<file path="config.mk">
export PLATFORM = sky130hd
export DESIGN_NAME = note_judge_ctrl
export DESIGN_NICKNAME = d
export VERILOG_FILES = /design/src/rtl/game_pkg.sv /design/src/rtl/pad_edge.sv /design/src/rtl/note_judge_ctrl.sv
export SDC_FILE = /design/constraint.sdc
export NUM_CORES = 1
export LEC_CHECK = 0
export BUFFER_PORTS_ARGS = -buffer_cell sky130_fd_sc_hd__buf_2
export CAP_MARGIN = 20
export CORE_AREA = 10 10 107 61
export DETAILED_ROUTE_END_ITERATION = 10
export DIE_AREA = 0 0 117 71
export HOLD_SLACK_MARGIN = 0.06
export PLACE_DENSITY = 0.67
export SLEW_MARGIN = 20
export SYNTH_ARGS = -nofsm -noshare
export SYNTH_HDL_FRONTEND = slang
export SYNTH_SLANG_ARGS = --single-unit
export TNS_END_PERCENT = 100
</file>
<file path="constraint.sdc">
create_clock -name clk -period 2.85 [get_ports clk]
set_clock_uncertainty 0.2 [all_clocks]
set_input_delay 0.57 -clock clk [delete_from_list [all_inputs] [get_ports clk]]
set_output_delay 0.57 -clock clk [all_outputs]
set_load 0.005 [all_outputs]
</file>
<file path="src/rtl/game_pkg.sv">
`default_nettype none
// ============================================================================
//  Module      : game_pkg
//  Description : Shared encodings for the game-play sequencer: results-screen
//                phase codes, note types, judge FSM states and the default
//                hit-window length.
//  Revision    : 1.0 - initial release
// ============================================================================
package game_pkg;

    // Phase reported to the results screen
    localparam logic [1:0] GS_IDLE = 2'd0;
    localparam logic [1:0] GS_PLAY = 2'd1;
    localparam logic [1:0] GS_DONE = 2'd2;

    // Note types as delivered by chart playback
    localparam logic NOTE_DON = 1'b0;
    localparam logic NOTE_KA  = 1'b1;

    // Default hit-window length in clk cycles
    localparam int DEFAULT_WINDOW = 8;

    // Internal judge FSM states
    typedef enum logic [2:0] {
        ST_IDLE  = 3'd0,
        ST_CLEAR = 3'd1,
        ST_WAIT  = 3'd2,
        ST_JUDGE = 3'd3,
        ST_DONE  = 3'd4
    } judge_state_t;

    // Increment that sticks at the top of the 8-bit range
    function automatic logic [7:0] sat_inc(input logic [7:0] value);
        return (value == 8'hFF) ? value : value + 8'd1;
    endfunction

endpackage
`default_nettype wire

</file>
<file path="src/rtl/pad_edge.sv">
`default_nettype none
// ============================================================================
//  Module      : pad_edge
//  Description : Registered rising-edge detector for one drum pad. The pad
//                history register updates every cycle, so a held pad only
//                reports its first cycle.
//  Revision    : 1.0 - initial release
// ============================================================================
module pad_edge (
    input  logic clk,
    input  logic resetn,
    input  logic i_pad,
    output logic o_rise
);

    logic r_pad_q;

    // Remember last cycle's pad level
    always_ff @(posedge clk or negedge resetn) begin
        if (!resetn) begin
            r_pad_q <= 1'b0;
        end else begin
            r_pad_q <= i_pad;
        end
    end

    assign o_rise = i_pad & ~r_pad_q;

endmodule
`default_nettype wire

</file>
<file path="src/rtl/note_judge_ctrl.sv">
`default_nettype none
// ============================================================================
//  Module      : note_judge_ctrl
//  Description : Game-play sequencer. Judges each arriving note as hit or
//                miss inside a WINDOW-cycle timing window, drives the
//                score/combo counter pulses, keeps a one-entry pending note
//                buffer and the hit/miss totals for the results screen.
//  Revision    : 1.0 - initial release
// ============================================================================
module note_judge_ctrl
    import game_pkg::*;
#(
    parameter int WINDOW = DEFAULT_WINDOW,
    parameter int TW     = 4
) (
    input  logic       clk,
    input  logic       resetn,
    input  logic       start,
    input  logic       note_valid,
    input  logic       note_type,
    input  logic       hit_don,
    input  logic       hit_ka,
    input  logic       song_end,
    output logic       increase_score,
    output logic       decrease_score,
    output logic       score_reset,
    output logic [1:0] game_state,
    output logic [7:0] hit_count,
    output logic [7:0] miss_count,
    output logic       overflow
);

    localparam logic [TW-1:0] c_TIMER_LOAD = TW'(WINDOW - 1);
    localparam logic [TW-1:0] c_TIMER_ONE  = TW'(1);

    judge_state_t  r_state;
    logic [1:0]    r_game_state;
    logic [TW-1:0] r_timer;
    logic          r_note_type;
    logic          r_pend_valid;
    logic          r_pend_type;
    logic          r_song_end;
    logic          r_inc;
    logic          r_dec;
    logic          r_score_reset;
    logic [7:0]    r_hit;
    logic [7:0]    r_miss;
    logic          r_overflow;

    logic w_don_edge;
    logic w_ka_edge;
    logic w_in_judge;
    logic w_hit;
    logic w_wrong;
    logic w_miss;
    logic w_resolve;

    pad_edge u_don_edge (
        .clk    (clk),
        .resetn (resetn),
        .i_pad  (hit_don),
        .o_rise (w_don_edge)
    );

    pad_edge u_ka_edge (
        .clk    (clk),
        .resetn (resetn),
        .i_pad  (hit_ka),
        .o_rise (w_ka_edge)
    );

    // Judgement of the note under the window this cycle, in priority order:
    // matching single edge, any other edge, then window expiry.
    assign w_in_judge = (r_state == ST_JUDGE);
    assign w_hit      = w_in_judge & (w_don_edge ^ w_ka_edge) & (w_ka_edge == r_note_type);
    assign w_wrong    = w_in_judge & (w_don_edge | w_ka_edge) & ~w_hit;
    assign w_miss     = w_in_judge & ~(w_don_edge | w_ka_edge) & (r_timer == '0);
    assign w_resolve  = w_hit | w_wrong | w_miss;

    // Judge FSM with registered pulses, counters, pending buffer and phase
    always_ff @(posedge clk or negedge resetn) begin
        if (!resetn) begin
            r_state       <= ST_IDLE;
            r_game_state  <= GS_IDLE;
            r_timer       <= '0;
            r_note_type   <= NOTE_DON;
            r_pend_valid  <= 1'b0;
            r_pend_type   <= NOTE_DON;
            r_song_end    <= 1'b0;
            r_inc         <= 1'b0;
            r_dec         <= 1'b0;
            r_score_reset <= 1'b0;
            r_hit         <= 8'd0;
            r_miss        <= 8'd0;
            r_overflow    <= 1'b0;
        end else begin
            // Pulses only ever come out of JUDGE, so they are exclusive
            // with each other and with score_reset.
            r_inc         <= w_hit;
            r_dec         <= w_wrong | w_miss;
            r_score_reset <= 1'b0;
            if (w_hit) begin
                r_hit <= sat_inc(r_hit);
            end
            if (w_wrong | w_miss) begin
                r_miss <= sat_inc(r_miss);
            end

            unique case (r_state)
                ST_IDLE: begin
                    if (start) begin
                        r_state      <= ST_CLEAR;
                        r_game_state <= GS_PLAY;
                    end
                end

                ST_CLEAR: begin
                    r_score_reset <= 1'b1;
                    r_hit         <= 8'd0;
                    r_miss        <= 8'd0;
                    r_overflow    <= 1'b0;
                    r_pend_valid  <= 1'b0;
                    r_pend_type   <= NOTE_DON;
                    // A song_end arriving during the clear is still kept
                    r_song_end    <= song_end;
                    r_state       <= ST_WAIT;
                end

                ST_WAIT: begin
                    if (song_end) begin
                        r_song_end <= 1'b1;
                    end
                    if (note_valid) begin
                        r_note_type <= note_type;
                        r_timer     <= c_TIMER_LOAD;
                        r_state     <= ST_JUDGE;
                    end else if (r_song_end) begin
                        r_state      <= ST_DONE;
                        r_game_state <= GS_DONE;
                    end
                end

                ST_JUDGE: begin
                    if (song_end) begin
                        r_song_end <= 1'b1;
                    end
                    // A note arriving while the buffer is full is lost
                    if (note_valid && r_pend_valid) begin
                        r_overflow <= 1'b1;
                    end
                    if (w_resolve) begin
                        if (r_pend_valid) begin
                            r_note_type  <= r_pend_type;
                            r_timer      <= c_TIMER_LOAD;
                            r_pend_valid <= 1'b0;
                        end else if (note_valid) begin
                            r_note_type <= note_type;
                            r_timer     <= c_TIMER_LOAD;
                        end else begin
                            r_state <= ST_WAIT;
                        end
                    end else begin
                        r_timer <= r_timer - c_TIMER_ONE;
                        if (note_valid && !r_pend_valid) begin
                            r_pend_valid <= 1'b1;
                            r_pend_type  <= note_type;
                        end
                    end
                end

                ST_DONE: begin
                    if (start) begin
                        r_state      <= ST_CLEAR;
                        r_game_state <= GS_PLAY;
                    end
                end

                default: begin
                    r_state      <= ST_IDLE;
                    r_game_state <= GS_IDLE;
                end
            endcase
        end
    end

    assign increase_score = r_inc;
    assign decrease_score = r_dec;
    assign score_reset    = r_score_reset;
    assign game_state     = r_game_state;
    assign hit_count      = r_hit;
    assign miss_count     = r_miss;
    assign overflow       = r_overflow;

endmodule
`default_nettype wire

</file>
==> flow_summary.json, run 1 <==
{
  "drt-initial-drc-count": 92,
  "arrival_ps": 2510,
  "fin_setup_tns_ps": 0,
  "worstPathMaxFanout": 5,
  "multi_input_area_um2": 893,
  "cts_tree": "built",
  "dp_hpwl_um": 3120,
  "cts.sinks": 35,
  "run_status": "finished, final reports clean",
  "clk_path_buf_depth": 2,
  "die_area_um2": 8310,
  "relSlewSlack_pct": 47.5,
  "r2r_end": "r_state[0]",
  "wire_per_inst_um": 15.1,
  "area_growth_pct": 16.2,
  "layout_commonest_cell": "dfrtp_1",
  "grt_pass1_vias": 1370,
  "finalSetupViolCount": 0,
  "drv_slew": 0,
  "htree_levels": 2,
  "gp_congestion": 0.791,
  "timing.final.crit_share_pct": 89.4,
  "regArea_um2": 876,
  "mostFrequentLayoutCells": "dfrtp_1 (35), buf_2 (29), nand2_1 (25), nor2_1 (13), a21oi_1 (11)",
  "post-route-min-period_ps": 2550,
  "rsz0062_at_grt": "no",
  "async_flop_share_pct": 100,
  "grt_usage_pct": 10.7,
  "firstDrtPassIters": 4,
  "synth_top_family_by_area": "simple AND/OR/NAND/NOR gates",
  "critPathKind": "register to register",
  "synth_edf_count": 0,
  "top_layer_used": "met4",
  "yosysWarnings": 0,
  "clk_latency_ps": 290,
  "ys_seq_elements": 35,
  "cp_top_family": "simple AND/OR/NAND/NOR gates",
  "hold_violations": 0,
  "worstPathRequired_ps": 2820,
  "slowest_delay_ps": 560,
  "diodes": 0,
  "cp_cell_sequence": "nand2b_1 -> ha_1 -> nor2b_1 -> a21oi_2 -> and3_4 -> or4_4 -> mux2_4",
  "critical_path.slowest_cell": "or4_4",
  "drt_wl_total_um": 4110,
  "yosys_most_used_dff": "dfrtp_1",
  "grt_max_degree": 36,
  "yosys.area_share.simple_pct": 24.9,
  "synth_area_um2": 1810,
  "muxShareOfSynthArea_pct": 6.98,
  "cp-start-kind": "register",
  "synthAdderAreaFrac_pct": 3.45,
  "die_w_um": 117,
  "drive_gt1_share_pct": 23.5,
  "via_per_inst": 5.24,
  "synth_fp_nets": 191,
  "synth_area_per_cell_um2": 10.2,
  "synth_xor_area_share_pct": 1.93,
  "dpl-instance-area_um2": 2020,
  "row_count": 18,
  "post_cts_buffers": 0,
  "worstRegToRegCells": 7,
  "critPathBufInv": 0,
  "power.density_nw_per_um2": 767,
  "synth_compound_area_share_pct": 12.1,
  "antenna_found_initial": 0,
  "fill_cells": 441,
  "wl_met2_um": 1530,
  "wl_met3_um": 344,
  "vdd_drop_max_v": 0.000307,
  "yosysSeqAreaShare_pct": 48.3,
  "nets": 225,
  "numCtsBuffers": 5,
  "p_total_mw": 1.61,
  "initial_core_util_pct": 38.3,
  "vias": 1431,
  "m1WireLength_um": 2210,
  "pin_count": 30,
  "io_buffers": 29,
  "cts_hold_buf": 0,
  "cts_resized": 0,
  "synthDistinctLibCells": 46,
  "end_kind": "register",
  "ff2ff_setup_slack_ps": 300,
  "grt_first_pass_wirelength_um": 7030,
  "synthCells": 178,
  "leakage_nw": 1.07,
  "min_path_type": "input port to asynchronous set/reset pin",
  "stdcell_area_um2": 2100,
  "fmax_ghz": 0.393,
  "drc": 0,
  "tightestPinTransition_ps": 787,
  "ant_nets": 0,
  "cap_violations": 0,
  "grt_overflow_total": 0,
  "die_y_um": 71,
  "r2r-start": "u_ka_edge.r_pad_q",
  "core_area_um2": 4730,
  "cts_root_buf": "clkbuf_8",
  "path_clk_slew_ps": 70
}
[logic make-up (layout without fill, tap and decap cells)]
kind of cell	after synthesis	in the layout
flops	35	35
simple gates	81	81
buf+inv	9	44
xor+xnor	4	4
mux	12	12
fa+ha+maj	5	5
compound gates	32	32
[worst reg2reg max path, stage by stage (launching register included)]
cell and delay (ps):
dfrtp_1 380, nand2b_1 190, ha_1 300, nor2b_1 200, a21oi_2 90, and3_4 190, or4_4 560, mux2_4 320
[metrics by stage]
| stage | instances | setup slack [ps] | utilization [%] | hold WS [ps] |
|---|---|---|---|---|
| floorplan | 178 | 263 | - | 74.4 |
| global placement | 265 | 150 | 42.8 | 289 |
| detailed placement | 265 | 109 | 42.8 | 286 |
| CTS | 273 | 314 | 44.5 | 199 |
| global route | 273 | 219 | 44.5 | 209 |
| finish | 273 | 303 | 44.5 | 165 |
[flip-flops by register name, summed over array words and instances (netlist names)]
| signal | count |
|---|---|
| r_song_end | 1 |
| r_timer | 4 |
| increase_score | 1 |
| r_note_type | 1 |
| decrease_score | 1 |
| score_reset | 1 |
| r_state | 3 |
| hit_count | 8 |
| miss_count | 8 |
| u_don_edge.r_pad_q | 1 |
| game_state | 2 |
| r_pend_type | 1 |
| u_ka_edge.r_pad_q | 1 |
| overflow | 1 |
| r_pend_valid | 1 |
[Yosys cell counts (all sizes together) (4+ instances only)]
| cell type | number | share of area [%] |
|---|---|---|
| mux2i | 10 | 5.5 |
| and3 | 6 | 2.3 |
| ha | 5 | 3.5 |
| xnor2 | 4 | 1.9 |
| nand3 | 8 | 2.2 |
| dfrtp | 35 | 48 |
| nor3 | 4 | 1.4 |
| nor2 | 13 | 2.7 |
| nand2 | 25 | 5.2 |
| a21oi | 12 | 3.5 |
| o21ai | 7 | 1.9 |
| inv | 4 | 0.83 |
| nand2b | 5 | 1.7 |
[report_power, final]
part	internal [mW]	total [mW]	switching, mW	leakage, nW
combinational	0.257	0.564	0.307	0.572
clock	0.171	0.344	0.173	0.0422
sequential	0.597	0.706	0.109	0.454
total	1.02	1.61	0.589	1.07
[area by class of cell]
type,instances,share of cell area [%]
clock buffers,7,3.63
clock inverters,1,0.238
inverters,5,0.892
multi-input cells,134,42.4
flip-flops and latches,35,41.6
well taps,60,3.57
repair buffers,31,7.61
[per-layer routing]
| layer | track usage (%) | vias up |
|---|---|---|
| met4 | 2.45 | 0 |
| met3 | 5.05 | 5 |
| met1 | 15.5 | 676 |
| met5 | 0 | - |
| met2 | 13.7 | 38 |
| li1 | - | 712 |
[worst max path at each step]
stage	endpoint	start	depth (start not counted)	slack, ps
after detailed placement	r_state[0]	hit_ka	8	110
after floorplan	r_state[0]	hit_ka	7	260
after global routing	r_state[0]	u_ka_edge.r_pad_q	7	220
after global placement	r_state[0]	hit_ka	8	150
after CTS	r_state[0]	u_ka_edge.r_pad_q	7	310
final	r_state[0]	u_ka_edge.r_pad_q	7	300
Power figures use the tool's default switching activity.
==> run 2: changes to the inputs <==
==> constraint.sdc (replaced) <==
create_clock -name clk -period 2.85 [get_ports clk]
set_clock_uncertainty 0.2 [all_clocks]
set_input_delay 0.855 -clock clk [delete_from_list [all_inputs] [get_ports clk]]
set_output_delay 0.855 -clock clk [all_outputs]
set_load 0.005 [all_outputs]
==> run 2 against run 1 <==
Largest power group unchanged. Sequential cell count did not move. Global-route usage fell by 0.52 points. Via count rose by 1.1%. Cell area rose by 2.8%. Critical path type is now input port to register. Sequential share of layout area fell by 1.1 points. Maximum frequency fell by 1.2%. Highest routed layer unchanged. Die area did not move.
==> flow_summary.json, run 2 (synthesis gave the netlist of run 1 again) <==
{
  "row_count": 18,
  "tightestPinTransition_ps": 759,
  "pin_count": 30,
  "die_y_um": 71,
  "drt_wl_total_um": 4180,
  "busiest_layer": "met1",
  "end_kind": "register",
  "post-route-min-period_ps": 2580,
  "rsz0062_at_grt": "no",
  "antenna_found_initial": 0,
  "drc": 0,
  "relSlewSlack_pct": 49.4,
  "cts_hold_buf": 0,
  "io_buffers": 29,
  "arrival_ps": 2580,
  "grt_use_met1_pct": 15.0,
  "gp_congestion": 0.777,
  "hold_violations": 0,
  "grt_overflow_total": 0,
  "path_clk_slew_ps": 70,
  "worstPathRequired_ps": 2860,
  "power.density_nw_per_um2": 780,
  "vdd_drop_max_v": 0.000285,
  "regArea_um2": 876,
  "die_w_um": 117,
  "grt_pass1_vias": 1315,
  "numCtsBuffers": 5,
  "min_path_type": "register to register",
  "hold_start": "overflow",
  "r2r-start": "u_ka_edge.r_pad_q",
  "cts_tree": "built",
  "timing.final.crit_share_pct": 90.4,
  "layout_commonest_cell": "dfrtp_1",
  "vias": 1447,
  "drt-initial-drc-count": 97,
  "setup.worst_path.start": "hit_ka",
  "clk_latency_ps": 280,
  "ant_nets": 0,
  "area_growth_pct": 19.4,
  "grt_max_degree": 36,
  "clk_path_buf_depth": 2,
  "worstRegToRegCells": 7,
  "cp-start-kind": "input port",
  "finalSetupViolCount": 0,
  "grt_first_pass_wirelength_um": 6760,
  "grt_util_met3_pct": 4.12,
  "firstDrtPassIters": 4,
  "diodes": 0,
  "leakage_nw": 1.10,
  "grt_usage_pct": 10.2,
  "fill_cells": 446,
  "via_per_inst": 5.21,
  "whs_path_depth": 1,
  "fin_setup_tns_ps": 0,
  "wire_per_inst_um": 15.0,
  "mostFrequentLayoutCells": "dfrtp_1 (35), buf_2 (29), nand2_1 (25), nor2_1 (13), a21oi_1 (11)",
  "post_cts_buffers": 0,
  "drv_slew": 0,
  "dp_hpwl_um": 3130,
  "drive_gt1_share_pct": 26.1,
  "fmax_ghz": 0.388,
  "worstPathMaxFanout": 3,
  "die_area_um2": 8310,
  "multi_input_area_um2": 896,
  "cap_violations": 0,
  "core_area_um2": 4730,
  "cts.sinks": 35,
  "stdcell_area_um2": 2160,
  "htree_levels": 2,
  "initial_core_util_pct": 38.3,
  "cts_resized": 0,
  "nets": 230,
  "run_status": "finished, final reports clean",
  "cts_root_buf": "clkbuf_8",
  "gr-usage-met2_pct": 13.0,
  "critPathKind": "input port to register",
  "dpl-instance-area_um2": 2060
}
## run 2: worst paths after layout
kind | end | slack [ps]
max | miss_count[3] | 270
min | overflow | 310
max reg2reg | miss_count[3] | 470
min reg2reg | overflow | 310
max in group asynchronous | hit_count[3] | 1530
min in group asynchronous | u_don_edge.r_pad_q | 430
## run 2: worst max-delay path, stage by stage
cell and delay [ps]:
buf_2 90, nand2b_1 70, ha_1 280, and4b_1 230
a211o_2 340, a21bo_1 220, or3_1 350, a21oi_1 150
## run 2: routing by layer
layer	part of all wire (%)	vias to the layer above
li1	-	716
met5	0	-
met2	37	37
met3	8.2	7
met1	54	687
met4	0.74	0
## run 2: layout make-up
cell class / count / area share [%]
Tap cell: 60 / 3.47
Sequential cell: 35 / 40.5
Clock buffer: 8 / 4.63
Inverter: 5 / 0.868
Multi-Input combinational cell: 134 / 41.4
Timing Repair Buffer: 36 / 9.14
## run 2: stage by stage
stage          std cells  power, mW  setup slack (ps)  hold WS (ps)  util [%]
2_1_floorplan        178       1.12              98.7           263         -
3_3_place_gp         270       1.29              27.3           291      43.6
3_5_place_dp         270       1.31             -9.08           290      43.6
4_1_cts              278       1.70               289           311      45.7
5_1_grt              278       1.80               227           326      45.7
6_report             278       1.69               273           308      45.7
## run 2: power breakdown
group          switching [mW]  internal (mW)
sequential              0.114          0.597
clock                   0.174          0.221
combinational           0.314          0.269
